==> src/rtl/clk_div_pkg.sv <==
// Shared types and helpers for ripple clock dividers and their monitors.
// Divide ratio and watchdog length are derived from the divider exponent.
package clk_div_pkg;

    typedef enum logic [1:0] {
        IDLE,
        ARM,
        MEASURE,
        LOCKED
    } mon_state_t;

    function automatic int exp_period(input int square);
        return 1 << square;
    endfunction

    function automatic int timeout_period(input int square);
        return 4 * exp_period(square);
    endfunction

endpackage

==> src/rtl/sync_2ff.sv <==
// Two-flop synchroniser for a single asynchronous bit.
// Both stages clear on reset so no stale edge survives it.
module sync_2ff (
    input  logic clk,
    input  logic rst,
    input  logic d,
    output logic q
);

    logic s1;

    always_ff @(posedge clk) begin
        if (rst) begin
            s1 <= 1'b0;
            q  <= 1'b0;
        end else begin
            s1 <= d;
            q  <= s1;
        end
    end

endmodule

==> src/rtl/div_clk_monitor.sv <==
// Measures each period of a divided clock in fast-clock cycles and
// reports lock once enough consecutive periods fall within tolerance.
module div_clk_monitor
    import clk_div_pkg::*;
#(
    parameter int SQUARE   = 1,
    parameter int TOL      = 1,
    parameter int LOCK_CNT = 4,
    parameter int CNT_W    = SQUARE + 3
) (
    input  logic             clk,
    input  logic             rst,
    input  logic             clk_div_in,
    input  logic             en,
    output logic [CNT_W-1:0] period_o,
    output logic             period_vld,
    output logic             locked,
    output logic             err_o
);

    localparam int EXP     = exp_period(SQUARE);
    localparam int TIMEOUT = timeout_period(SQUARE);
    localparam int LO      = (EXP > TOL) ? EXP - TOL : 0;
    localparam int HI      = (EXP + TOL > TIMEOUT) ? TIMEOUT : EXP + TOL;
    localparam int GW      = $clog2(LOCK_CNT + 1);

    localparam logic [CNT_W-1:0] LO_V = CNT_W'(LO);
    localparam logic [CNT_W-1:0] HI_V = CNT_W'(HI);
    localparam logic [CNT_W-1:0] TO_V = CNT_W'(TIMEOUT);
    localparam logic [GW-1:0]    LC_V = GW'(LOCK_CNT);

    logic s2, s3, re;

    sync_2ff u_sync (
        .clk (clk),
        .rst (rst),
        .d   (clk_div_in),
        .q   (s2)
    );

    always_ff @(posedge clk) begin
        if (rst) s3 <= 1'b0;
        else     s3 <= s2;
    end

    assign re = s2 & ~s3;

    mon_state_t       state, state_n;
    logic [CNT_W-1:0] cnt, cnt_n, meas, period_n;
    logic [GW-1:0]    gcnt, gcnt_n, gcnt_inc;
    logic             vld_n, err_n, good, at_timeout;

    assign meas       = cnt + CNT_W'(1);
    assign good       = (meas >= LO_V) && (meas <= HI_V);
    assign at_timeout = (meas == TO_V);
    assign gcnt_inc   = (gcnt == LC_V) ? gcnt : gcnt + GW'(1);

    always_ff @(posedge clk) begin
        if (rst) begin
            state      <= IDLE;
            cnt        <= '0;
            gcnt       <= '0;
            period_o   <= '0;
            period_vld <= 1'b0;
            err_o      <= 1'b0;
        end else begin
            state      <= state_n;
            cnt        <= cnt_n;
            gcnt       <= gcnt_n;
            period_o   <= period_n;
            period_vld <= vld_n;
            err_o      <= err_n;
        end
    end

    always_comb begin
        state_n  = state;
        cnt_n    = cnt;
        gcnt_n   = gcnt;
        period_n = period_o;
        vld_n    = 1'b0;
        err_n    = err_o;
        if (!en) begin
            state_n = IDLE;
            cnt_n   = '0;
            gcnt_n  = '0;
            err_n   = 1'b0;
        end else begin
            case (state)
                IDLE: begin
                    state_n = ARM;
                    cnt_n   = '0;
                    gcnt_n  = '0;
                end
                ARM: begin
                    if (re) begin
                        state_n = MEASURE;
                        cnt_n   = '0;
                    end
                end
                MEASURE, LOCKED: begin
                    cnt_n = meas;
                    // A real edge takes priority over the watchdog
                    if (re) begin
                        cnt_n    = '0;
                        period_n = meas;
                        vld_n    = 1'b1;
                        if (good) begin
                            gcnt_n = gcnt_inc;
                            if (state == MEASURE && gcnt_inc == LC_V)
                                state_n = LOCKED;
                        end else begin
                            gcnt_n = '0;
                            if (state == LOCKED) begin
                                err_n   = 1'b1;
                                state_n = MEASURE;
                            end
                        end
                    end else if (at_timeout) begin
                        err_n   = 1'b1;
                        gcnt_n  = '0;
                        cnt_n   = '0;
                        state_n = ARM;
                    end
                end
                default: state_n = IDLE;
            endcase
        end
    end

    assign locked = (state == LOCKED);

endmodule
==> config.mk <==
export PLATFORM = sky130hd
export DESIGN_NAME = div_clk_monitor
export DESIGN_NICKNAME = d
export VERILOG_FILES = /design/src/rtl/clk_div_pkg.sv /design/src/rtl/sync_2ff.sv /design/src/rtl/div_clk_monitor.sv
export SDC_FILE = /design/constraint.sdc
export NUM_CORES = 1
export LEC_CHECK = 0
export CAP_MARGIN = 25
export CORE_ASPECT_RATIO = 1.1
export CORE_MARGIN = 2
export CORE_UTILIZATION = 50
export DETAILED_ROUTE_END_ITERATION = 7
export GPL_ROUTABILITY_DRIVEN = 0
export GPL_TIMING_DRIVEN = 0
export HOLD_SLACK_MARGIN = 0.15
export PLACE_DENSITY = 0.73
export SYNTH_ARGS = -nofsm -noshare
export SYNTH_HDL_FRONTEND = slang
export SYNTH_SLANG_ARGS = --single-unit
==> constraint.sdc <==
create_clock -name clk -period 3.5 [get_ports clk]
set_input_delay 0.525 -clock clk [delete_from_list [all_inputs] [get_ports clk]]
set_output_delay 0.525 -clock clk [all_outputs]
set_load 0.02 [all_outputs]
==> summary.txt <==
Synth
  • Asr flop ratio synth: 0%
  • Synth top area share: 38.5%
  • Post-synth cell types: 44
  • Post-Syn Instances: 103
  • Sequential share of the synthesized area: 38.5%
  • Synth Area in Compound Gates: 19.3%
  • Post-Synth XOR/XNOR Area: 1.87%
  • Mean Syn Cell Area: 9.09 um2
  • Area contributors post-synth: dfxtp_1 39%, ha_1 5.3%, nor2_1 5.2%, a211oi_1 4.0%, mux2i_1 3.2%
  • Post-synthesis adder-cell area fraction: 5.35%
  • Top_reg_cell synth: dfxtp_1
  • Largest family of logic cells by synthesized area: simple AND/OR/NAND/NOR gates
  • Syn nets: 111
  • Post-synth EDFFs: 0
  • Post-synthesis mux area share: 4.81%
  • Yosys warns: 0
  • Area leader, netlist: dfxtp_1
  • Post-Synth Simple-Gate Area: 25.4%
  • Synth Cell Area: 936 um2
  • Flip-flop and latch count after synthesis: 18

Placed design
  • Pre-CTS setup slack: 1.37 ns
  • Final HPWL DP: 1.33 mm
  • Buffers on Ports: 10

Pwr
  • Sequential power share: 58.2%
  • Leakage: 0.383 nW
  • Peak supply drop: 293 uV
  • Switching part of the total power: 21.7%
  • P_int: 0.281 mW
  • Gate power share: 5.9%
  • PwrDens: 328 nW/um2
  • Clk network pwr share: 35.9%
  • Sw Pwr: 0.0780 mW

Timing
  • Setup Skew: 0.00568 ns
  • Max Slew Vio Count: 0
  • RSZ-0062 raised after global routing: no
  • Highest clock rate: 0.460 GHz
  • Final setup viols: 0
  • Final min period: 2.18 ns
  • Worst Tran Pin Value: 0.525 ns
  • Period utilisation layout: 62.2%
  • Relative slew slack: 64.8%
  • Hold WS: 0.461 ns
  • Setup Total Neg Slack: 0 ns
  • Setup WS post-layout: 1.32 ns
  • Final Hold Viols: 0

Finish
  • Commonest non-fill, non-tap cell in the layout: dfxtp_1
  • Commonest cells after routing, fill and taps aside: 18 x dfxtp_1, 13 x nor2_1, 10 x clkdlybuf4s50_1
  • Final core occ: 61.4%
  • Diode count: 0
  • Final Net Count: 126
  • Layout cells sized above 1: 11.1%
  • Area growth, synth to finish: 17.0%

Min path
  • Hold Crit Class: register to register

Clocking
  • Number of CTS-inserted buffers: 3
  • H-tree levels: 1
  • Clock Latency Late Sink: 0.30 ns
  • Clk root buf: clkbuf_4
  • Postcts setup bufs: 0
  • # hold bufs at CTS: 0
  • CTS max path bufs: 2
  • Clock slew at reported path FFs: 0.10 ns
  • CTS sink count: 18
  • Cts repair resizes: 0
  • CTS tree: done

Drt
  • Vias: 778
  • Vias per inst: 5.76
  • DRC errors left: 0
  • First drt pass iteration count: 4
  • Final wirelength: 1.84 mm
  • ANT nets after route: 0
  • Wirelength per Cell: 13.6 um
  • Starting DRT DRC Count: 24

Global routing
  • Largest net degree at the start of global routing: 11
  • Initial antenna violation count: 0
  • Vias in the first global route: 748
  • GRT Resource Usage Total: 19.8%
  • Global-route wire length before repair: 3.31 mm
  • Total gr overflow: 0

Worst setup path
  • Crit path max fanout: 6
  • CP top delay family: simple AND/OR/NAND/NOR gates
  • CP Launch Type: register
  • Critical path cell sequence: inv_2 > ha_1 > or4b_1 > a2111o_1 > nand3_2 > mux2_4
  • CP Data Arrival Time: 2.37 ns
  • Worst setup EP type: register
  • CP required: 3.69 ns
  • Worst path max stage delay: 0.47 ns
  • Buf/Inv on CP: 1
  • Slowest library cell on the worst path: or4b_1
  • Critical path class: register to register

Floorplan
  • IO Count: 11
  • Core area: 1780 um2
  • Die Wd: 45.3 um
  • Starting Density: 52.5%
  • Die Height: 49.4 um
  • Die area: 2230 um2
  • Row count: 16

Outcome
  • Outcome: finished, final reports clean

Job
  • Max-cap violation count: 0
[flip-flops by register name (all words and copies together), names as in the netlist]
register,flops
s3,1
period_o,4
state,2
err_o,1
gcnt,3
cnt,4
period_vld,1
u_sync.q,1
u_sync.s1,1
[per-stage QoR]
step                power [mW]  cell area, um2  cells
floorplan                0.226             936    103
global placement         0.234            1060    131
detailed placement       0.234            1060    131
CTS                      0.361            1090    135
global route             0.369            1090    135
finish                   0.359            1090    135
[per-layer routing]
layer,global-route usage (%),part of all wire [%],up-vias
met5,0,0,-
li1,-,-,402
met4,8.82,2.4,0
met3,4.07,3.5,7
met1,27.7,49,350
met2,28.8,45,19
[synth_stat cells, types with 2 or more instances]
library cell	instances
inv_1	4
a211oi_1	5
clkbuf_1	2
dfxtp_1	18
mux2i_1	3
a22oi_1	2
nand3b_1	2
and2_1	3
a21oi_1	2
nand2_1	4
nor2b_1	4
a311oi_1	2
nor2_1	13
ha_1	4
nand3_1	4
o21ai_0	3
[cell type report]
type | instances | area (um2)
fillers | 171 | 687
plain buffers | 4 | 26.3
well taps | 18 | 22.5
flip-flops and latches | 18 | 360
repair buffers | 10 | 100
multi-input cells | 76 | 531
clock buffers | 4 | 36.3
inverters | 5 | 18.8
[power groups by stage]
stage	registers [mW]	logic [mW]	clock network, mW
floorplan	0.213	0.0133	0
finish	0.209	0.0213	0.129
global route	0.209	0.0235	0.136
CTS	0.209	0.0211	0.131
global placement	0.213	0.0206	0
detailed placement	0.213	0.0209	0
[worst paths after layout]
path	startpoint	to	slack, ns	cells past startpoint
worst max-delay path	gcnt[0]$_SDFFE_PP0P_	state[0]$_SDFFE_PP0P_	1.32	6
worst min-delay path	u_sync.s1$_SDFF_PP0_	u_sync.q$_SDFF_PP0_	0.46	1
worst max register to register	gcnt[0]$_SDFFE_PP0P_	state[0]$_SDFFE_PP0P_	1.32	6
worst min register to register	u_sync.s1$_SDFF_PP0_	u_sync.q$_SDFF_PP0_	0.46	1
[cells by family (layout without fill, tap and decap cells)]
family,count (synthesis),count (layout)
and+or+nand+nor,42,42
AOI/OAI and AO/OA,24,24
DFF,18,18
buffers and inverters,9,23
adders and majority gates,4,4
muxes,4,4
xor gates and xnor gates,2,2
Note: power is estimated with default switching activity, not from simulation.
